### config.mk
export PLATFORM = sky130hd
export DESIGN_NAME = ysyx_22040759_axi_rd
export DESIGN_NICKNAME = d
export VERILOG_FILES = /design/src/rtl/ysyx_22040759_axi_rd.sv
export SDC_FILE = /design/constraint.sdc
export NUM_CORES = 1
export LEC_CHECK = 0
export CORE_ASPECT_RATIO = 0.9
export CORE_MARGIN = 1
export CORE_UTILIZATION = 34
export DETAILED_ROUTE_END_ITERATION = 12
export PLACE_DENSITY = 0.76
export SYNTH_ARGS = -nofsm -noshare
export SYNTH_HDL_FRONTEND = slang
export SYNTH_SLANG_ARGS = --single-unit
### constraint.sdc
create_clock -name clk -period 3.5 [get_ports clk]
set_input_delay 0.7 -clock clk [delete_from_list [all_inputs] [get_ports clk]]
set_output_delay 0.7 -clock clk [all_outputs]
set_load 0.02 [all_outputs]
### src/rtl/ysyx_22040759_axi_rd.sv
// ysyx_22040759_axi_rd: single-beat AXI4 read master between the IF/MEM read arbiter and the bus.
// Ports: clk/rst; arbiter side rd_addr_valid/rd_addr in, rd_data_valid/rd_data/rd_err out;
//        AXI AR channel (valid/ready/addr/id/len/size/burst) and R channel (valid/ready/data/resp/last/id).
// Latency: request seen -> ARVALID +1 cycle; R beat accepted -> rd_data_valid +1 cycle (3 cycles minimum).
// Backpressure: ARVALID is held until ARREADY; RREADY is high only while waiting for R.
// One read outstanding at most. Every output is a flop or a constant.
module ysyx_22040759_axi_rd #(
  parameter int ADDR_W = 32,
  parameter int DATA_W = 64,
  parameter int ID_W   = 4,
  parameter logic [ID_W-1:0] RD_ID = '0
) (
  input  logic              clk,
  input  logic              rst,
  // arbiter side
  input  logic              rd_addr_valid,
  input  logic [63:0]       rd_addr,
  output logic              rd_data_valid,
  output logic [63:0]       rd_data,
  output logic              rd_err,
  // AXI read address channel
  output logic              axi_ar_valid_o,
  input  logic              axi_ar_ready_i,
  output logic [ADDR_W-1:0] axi_ar_addr_o,
  output logic [ID_W-1:0]   axi_ar_id_o,
  output logic [7:0]        axi_ar_len_o,
  output logic [2:0]        axi_ar_size_o,
  output logic [1:0]        axi_ar_burst_o,
  // AXI read data channel
  input  logic              axi_r_valid_i,
  output logic              axi_r_ready_o,
  input  logic [DATA_W-1:0] axi_r_data_i,
  input  logic [1:0]        axi_r_resp_i,
  input  logic              axi_r_last_i,
  input  logic [ID_W-1:0]   axi_r_id_i
);

  typedef enum logic [3:0] {
    S_IDLE = 4'b0001,
    S_AR   = 4'b0010,
    S_R    = 4'b0100,
    S_DONE = 4'b1000
  } state_t;

  state_t state;
  // Set by any discarded beat (non-last or foreign ID) of the current transaction.
  logic   sticky_err;

  // Single 64-bit beat, INCR, fixed ID.
  assign axi_ar_id_o    = RD_ID;
  assign axi_ar_len_o   = 8'd0;
  assign axi_ar_size_o  = 3'b011;
  assign axi_ar_burst_o = 2'b01;

  // Upper address bits beyond ADDR_W and RRESP[0] carry no meaning here.
  logic unused_bits;
  assign unused_bits = ^{rd_addr, axi_r_resp_i[0]};

  always_ff @(posedge clk or posedge rst) begin
    if (rst) begin
      state          <= S_IDLE;
      sticky_err     <= 1'b0;
      axi_ar_valid_o <= 1'b0;
      axi_ar_addr_o  <= '0;
      axi_r_ready_o  <= 1'b0;
      rd_data_valid  <= 1'b0;
      rd_err         <= 1'b0;
      rd_data        <= '0;
    end else begin
      // The completion pulse lasts a single cycle unless re-armed below.
      rd_data_valid <= 1'b0;
      rd_err        <= 1'b0;
      unique case (state)
        S_IDLE: begin
          if (rd_addr_valid) begin
            axi_ar_addr_o  <= rd_addr[ADDR_W-1:0];
            axi_ar_valid_o <= 1'b1;
            state          <= S_AR;
          end
        end
        S_AR: begin
          if (axi_ar_ready_i) begin
            axi_ar_valid_o <= 1'b0;
            axi_r_ready_o  <= 1'b1;
            state          <= S_R;
          end
        end
        S_R: begin
          // RREADY is known high throughout this state, so RVALID alone marks a beat.
          if (axi_r_valid_i) begin
            if (axi_r_last_i && (axi_r_id_i == RD_ID)) begin
              rd_data       <= axi_r_data_i;
              rd_err        <= axi_r_resp_i[1] | sticky_err;
              rd_data_valid <= 1'b1;
              axi_r_ready_o <= 1'b0;
              state         <= S_DONE;
            end else begin
              sticky_err <= 1'b1;
            end
          end
        end
        S_DONE: begin
          // Requests are not sampled here; a held request is picked up in IDLE.
          sticky_err <= 1'b0;
          state      <= S_IDLE;
        end
        default: begin
          axi_ar_valid_o <= 1'b0;
          axi_r_ready_o  <= 1'b0;
          sticky_err     <= 1'b0;
          state          <= S_IDLE;
        end
      endcase
    end
  end

endmodule
# ---- After elaboration in Yosys (flattened, before gate mapping)
# Index checks and enable logic that the tools add are counted.
dict set report op_classes {
  mux 21
  eq_ne 9
  bitwise 4
  reduce_logical 11
}
# op n
set op_table {}
lappend op_table {{$mux W4} 4}
lappend op_table {{$mux W1} 13}
lappend op_table {{$pmux W4 S3} 1}
lappend op_table {{$ne A2 B2 Y1 const B} 5}
lappend op_table {{$reduce_and A3 Y1} 3}
lappend op_table {{$reduce_and A4 Y1} 2}
lappend op_table {{$pmux W1 S3} 2}
lappend op_table {{$reduce_or A2 Y1} 3}
lappend op_table {{$eq A4 B1 Y1 const B} 1}
lappend op_table {{$eq A4 B2 Y1 const B} 1}
lappend op_table {{$eq A4 B3 Y1 const B} 1}
lappend op_table {{$eq A4 B4 Y1 const B} 1}
lappend op_table {{$logic_not A4 Y1} 1}
lappend op_table {{$not A1 Y1} 3}
lappend op_table {{$pmux W1 S2} 1}
lappend op_table {{$reduce_and A2 Y1} 1}
lappend op_table {{$logic_and A1 B1 Y1} 1}
lappend op_table {{$or A1 B1 Y1} 1}
dict set report totals {
  regBits 105
  in_bits 140
  output_inout_bits 117
  elab_cells 53
}

# ---- Logic depth before layout (Yosys ltp)
# Gate-level depths: netlist of run 1.
dict set report logic_depth {
  ltp_word 5
  ltp_mapped 6
  ltp_nobuf 3
}

# ---- Worst setup path before layout of run 1
# Ideal clock, no wire load.
dict set report synth_path {
  path_kind {input port to flip-flop}
  from {input axi_r_id_i[0]}
  to {register rd_data[10]}
  path_buffers 3
  arrival_ns 2.397
  path_slack_ns 0.978
  setup_ns 0.125
  path_stages 6
  t_required_ns 3.375
  cell_sequence {or4b_4 -> or4b_1 -> clkbuf_1 -> buf_6 -> buf_6 -> mux2_4}
}
dict set report synth_between {
  elab_chain_len 3
}
# item line
set synth_lines {}
lappend synth_lines {{start: declaration} 35} ;# input logic [ID_W-1:0] axi_r_id_i
lappend synth_lines {{$logic_not A4 Y1} 91} ;# if (axi_r_last_i && (axi_r_id_i == RD_ID)) begin
lappend synth_lines {{$logic_and A1 B1 Y1} 91}
lappend synth_lines {{$reduce_and A3 Y1 (no line)} n/a}
lappend synth_lines {{end signal: assignment} 92} ;# rd_data <= axi_r_data_i;
lappend synth_lines {{end: declaration} 19} ;# output logic [63:0] rd_data,
# Every way passes these cells.
# A chain may end at the register's enable or synchronous reset.

# ---- Final worst setup path of run 1
dict set report layout_path {
  from {input axi_r_id_i[0]}
  to {register rd_data[15]}
}
# The elaborated chain is that of the path after synthesis.

==> results of run 1 <==
## logic make-up after synthesis
logic type      synth area share [%]
other cells                   0.1749
flops                          61.22
buf+inv                        5.681
compound gates                 2.214
simple gates                   2.768
xor+xnor                      0.4080
mux                            27.54
## per-layer routing
layer  wire length [um]  global-route usage, %  part of all wire, %  vias up
met5                  0                      0                    0        -
met4                174                  6.349                  1.8        0
met3               1056                  6.851                   11       16
met2               4720                  25.86                   49      144
met1               3740                  16.64                   39     1464
li1                   -                      -                    -     1340
## sequential cells by signal, summed over array words and instances, names as in the netlist
| name | flops |
|---|---|
| state | 4 |
| sticky_err | 1 |
| rd_data_valid | 1 |
| rd_data | 64 |
| axi_r_ready_o | 1 |
| axi_ar_valid_o | 1 |
| rd_err | 1 |
| axi_ar_addr_o | 32 |
## cell usage after synthesis (all sizes together)
cell    number  share of area, %
a211oi       1              0.17
a21oi        4              0.47
a311oi       1              0.20
and3b        1              0.20
buf         27               4.6
clkbuf       3              0.26
conb         2              0.17
dfrtp      104                61
dfstp        1              0.61
inv          9              0.79
mux2        96                28
nand2        1             0.087
nand3        1              0.12
nor2         6              0.52
nor2b        1              0.15
nor3b        1              0.17
nor4b        1              0.35
nor4bb       2              0.47
o21ai        3              0.35
o221ai       1              0.20
o311ai       4              0.82
or2          1              0.15
or4b         2              0.55
xnor2        1              0.20
xor2         1              0.20
## power breakdown
part           switching, mW  internal, mW
registers              0.152          1.46
logic                  0.589         0.749
clock network          0.479         0.498
## critical path: cells and delay by family
family                 cells  cell delay (ns)
buffers and inverters      2             0.67
muxes                      1             0.34
and+or+nand+nor            2             1.23
## metrics by stage
stage                     hold WS (ns)  instance area (um^2)  setup slack [ns]
after CTS                       0.5083                  6745            0.7883
after floorplan                 0.4636                  4350           0.04111
final                           0.5055                  6745            0.7476
after global placement          0.4873                  6456            0.4335
after detailed placement        0.4920                  6456            0.4048
after global routing            0.5146                  6745            0.7372
## final cells by class
type                    instances  area share [%]
clock buffers                   9           3.339
clock inverters                 7          0.9460
inverters                       9          0.5379
multi-input cells             146           21.96
flip-flops and latches        105           38.97
well taps                     160           2.968
repair buffers                209           31.27
## worst paths after layout
check / endpoint / slack, ns / cells after the start
max: rd_data[15] / 0.75 / 5
min: axi_ar_addr_o[14] / 0.51 / 1
max reg2reg: rd_data[15] / 1.12 / 4
min reg2reg: axi_ar_addr_o[14] / 0.51 / 1
max in group asynchronous: state[0] / 1.97 / 3
min in group asynchronous: axi_ar_addr_o[28] / 0.75 / 2
==> impl_metrics.json, run 1 <==
{
  "required_ns": 3.73,
  "wl_per_cell_um": 15.02,
  "dieArea_um2": 13080,
  "vias": 2964,
  "synth_cell_types": 30,
  "io_buffers": 206,
  "min_from": "axi_ar_addr_o[14]",
  "syn_area_per_cell_um2": 15.61,
  "finClkSkew_ns": 0.006768,
  "cpPeakStageDelay_ns": 0.66,
  "final_nets": 620,
  "reg2reg_from": "state[1]",
  "fmax_mhz": 363.3,
  "cp_max_fo": 55,
  "crit_slowest_cell": "or4b_4",
  "static-leakage-power_nw": 3.094,
  "outcome": "completed",
  "clockBufferDepth": 2,
  "power_density_nw_per_um2": 581.7,
  "p_total_mw": 3.924,
  "finalSetupViolCount": 0,
  "finalNonFillerCells": 645,
  "worst_setup_path_end_kind": "flop",
  "core_area_um2": 12170,
  "crit_top_cell": "or4b_4",
  "final_core_util_pct": 55.42,
  "dp_hpwl_mm": 7.100,
  "fin_setup_tns_ns": 0,
  "grt_overflow_total": 0,
  "place_congestion": 0.7748,
  "clockRootBuffer": "clkbuf_16",
  "fp.dieW_um": 120.5,
  "clkLatencyLatePin_ns": 0.35,
  "ir_worst_vdd_mv": 0.3965,
  "final_common_cell": "clkdlybuf4s50_1",
  "grtUsageTotal_pct": 15.24,
  "grt_max_degree": 68,
  "first_iter_violations": 102,
  "initial_core_util_pct": 35.28,
  "multi_input_area_um2": 1481,
  "path_clk_slew_ns": 0.07,
  "cts.sinks": 105,
  "layout-drive-gt1-share_pct": 24.95,
  "grt_pass1_wl_mm": 15.24,
  "syn_area_um2": 4294,
  "crit_chain": "clkdlybuf4s50_1, or4b_4, or4b_4, buf_12, mux2_4",
  "fin_crit_ns": 2.752,
  "period_share_pct": 78.64,
  "yosysSeqAreaShare_pct": 61.22,
  "n_antenna_cell": 0,
  "fill_cells": 1018,
  "antenna_left": 0,
  "ys_warn_count": 0,
  "routed_wl_mm": 9.691,
  "timing_hold_violations_final": 0,
  "yosys_register_bits": 105,
  "die_y_um": 108.6,
  "min_path_type": "flop to flop",
  "via_per_inst": 4.595,
  "regArea_um2": 2629,
  "max_cap_violations": 0,
  "drc": 0,
  "start_kind": "primary input",
  "placed_cells": 629,
  "cts_buffers": 9,
  "final_cell_mix": "clkdlybuf4s50_1 (206), dfrtp_1 (104), mux2_2 (69), mux2_4 (27), conb_1 (17)",
  "floorplan.rows": 38,
  "ctsHoldBuffers": 0,
  "final-max-slew-violation-count": 0,
  "antenna_found_initial": 0,
  "area_delta_synth_final_pct": 57.08,
  "h-tree-depth": 3,
  "ios": 257,
  "syn_inst": 275,
  "crit_type": "primary input to flop",
  "startpoint": "axi_r_id_i[0]",
  "cts_tree": "done",
  "post_cts_resized": 0,
  "cts_setup_buffers": 0,
  "worstPathArrival_ns": 2.99,
  "grt_setup_unrepaired": "false",
  "dr.pass1.iters": 3,
  "grt_pass1_vias": 3132
}
No activity file was read; power rests on OpenSTA's default activity.
==> inputs of run 2 (changes only) <==
==> constraint.sdc (replaced) <==
create_clock -name clk -period 2.4 [get_ports clk]
set_input_delay 0.48 -clock clk [delete_from_list [all_inputs] [get_ports clk]]
set_output_delay 0.48 -clock clk [all_outputs]
set_load 0.02 [all_outputs]
==> impl_metrics.json, run 2 (same netlist as run 1, synthesis figures left out) <==
{
  "dr.pass1.iters": 4,
  "p_total_mw": 5.839,
  "final_nets": 625,
  "post_cts_resized": 0,
  "grt_pass1_wl_mm": 15.12,
  "power_switching_mw": 1.743,
  "dieArea_um2": 13080,
  "antenna_left": 0,
  "ctsHoldBuffers": 0,
  "finClkSkew_ns": 0.003891,
  "grtUsageTotal_pct": 15.08,
  "reg.largest.list": "rd_data: 64 flops, axi_ar_addr_o: 32 flops, state: 4 flops",
  "period_share_pct": 95.81,
  "clockBufferDepth": 2,
  "worst_setup_path_end_kind": "flop",
  "p_clk_share_pct": 25.7,
  "area_delta_synth_final_pct": 59.09,
  "ios": 257,
  "via_per_inst": 4.578,
  "p_seq_share_pct": 39.9,
  "ir_worst_vdd_mv": 0.5014,
  "top_register": "rd_data",
  "r2r-end": "rd_data[59]",
  "antenna_found_initial": 0,
  "cp_max_fo": 33,
  "fmax_mhz": 434.9,
  "grt_overflow_total": 0,
  "io_buffers": 206,
  "cts_buffers": 9,
  "clkLatencyLatePin_ns": 0.34,
  "place_area_um2": 6520,
  "worstPathArrival_ns": 2.53,
  "wl_per_cell_um": 14.80,
  "grt_max_degree": 56,
  "path_clk_slew_ns": 0.07,
  "min_path_type": "flop to flop",
  "final-max-slew-violation-count": 0,
  "clockRootBuffer": "clkbuf_16",
  "die_y_um": 108.6,
  "floorplan.rows": 38,
  "dp_hpwl_mm": 7.229,
  "vias": 2976,
  "fp.dieW_um": 120.5,
  "slew-limit-headroom_pct": 56.47,
  "drc": 0,
  "place_congestion": 0.8395,
  "comb_power_share_pct": 34.4,
  "startpoint": "axi_r_id_i[0]",
  "cts_setup_buffers": 0,
  "r2r_cells": 4,
  "worstMarginPinSlew_ns": 0.6530,
  "first_iter_violations": 72,
  "routed_wl_mm": 9.622,
  "cts.sinks": 105,
  "crit_type": "primary input to flop",
  "fill_cells": 1000,
  "outcome": "completed",
  "n_antenna_cell": 0,
  "finalSetupViolCount": 0,
  "core_area_um2": 12170,
  "h-tree-depth": 3,
  "static-leakage-power_nw": 3.142,
  "max_cap_violations": 0,
  "power_density_nw_per_um2": 854.7,
  "start_kind": "primary input",
  "reg2reg_from": "state[3]",
  "cts_tree": "done",
  "critPathCapture": "rd_data[59]",
  "final_common_cell": "clkdlybuf4s50_1",
  "initial_core_util_pct": 35.28,
  "required_ns": 2.63,
  "fin_crit_ns": 2.300,
  "layout-drive-gt1-share_pct": 25.71,
  "grt_setup_unrepaired": "false",
  "timing_hold_violations_final": 0,
  "reg2reg_slack_ns": 0.38,
  "largest_reg_flops": 64,
  "final_cell_mix": "clkdlybuf4s50_1 (206), dfrtp_1 (104), mux2_2 (69), mux2_4 (27), conb_1 (17)",
  "grt_pass1_vias": 3096,
  "internal-power_mw": 4.096,
  "switching_share_pct": 29.85,
  "postLayoutCellArea_um2": 6832
}
-- run 2: cell count changes in the layout (fill, tap and decap cells not counted), sizes merged --
cell and delta:
buf +5, bufinv +1, inv -1, clkbuf +1
clkinv -1
-- run 2: routing by layer --
layer	vias to the layer above	track usage (%)	wire [um]	part of all wire [%]
li1	1346	-	-	-
met1	1470	17.33	3808	40
met2	150	25.16	4740	49
met3	10	5.962	941	9.8
met4	0	6.349	132	1.4
met5	-	0	0	0
-- run 2: area by class of cell --
| cell class | count | area, um^2 | area share [%] |
|---|---|---|---|
| Tap cell | 160 | 200.2 | 2.930 |
| Multi-Input combinational cell | 146 | 1481 | 21.68 |
| Clock inverter | 6 | 72.57 | 1.062 |
| Clock buffer | 10 | 239.0 | 3.498 |
| Inverter | 9 | 37.54 | 0.5495 |
| Sequential cell | 105 | 2629 | 38.48 |
| Timing Repair Buffer | 214 | 2172 | 31.79 |
-- run 2: power groups by stage --
stage / registers (mW) / clock network, mW / logic [mW]
floorplan: 2.73 / 0 / 0.677
global placement: 2.34 / 0 / 2.00
detailed placement: 2.36 / 0 / 2.03
CTS: 2.33 / 1.56 / 2.03
global route: 2.37 / 1.62 / 2.16
finish: 2.33 / 1.50 / 2.01
-- run 2: critical path, cell delays in order --
cell and delay [ns]:
clkdlybuf4s50_1 0.40, or4b_4 0.56, or4b_4 0.56, buf_12 0.21
mux2_4 0.31
-- run 2: worst min-delay path by stage --
stage,startpoint,end,cells past startpoint
after global placement,axi_ar_addr_o[19],axi_ar_addr_o[19],1
final,sticky_err,rd_err,2
after detailed placement,axi_ar_addr_o[26],axi_ar_addr_o[26],1
after global routing,rd_data[59],rd_data[59],1
after floorplan,sticky_err,rd_err,2
after CTS,axi_ar_addr_o[26],axi_ar_addr_o[26],1
-- run 2: metrics by stage --
step | cells | setup TNS, ns | worst slack [ns] | hold slack (ns) | util, %
final | 650 | 0 | 0.1005 | 0.4988 | 56.13
after global routing | 650 | 0 | 0.08156 | 0.5228 | 56.13
after CTS | 650 | 0 | 0.1164 | 0.5073 | 56.13
after detailed placement | 634 | -14.82 | -0.2624 | 0.4915 | 53.57
after global placement | 634 | -14.25 | -0.2506 | 0.4863 | 53.57
after floorplan | 290 | 0 | 0.09834 | 0.4636 | -
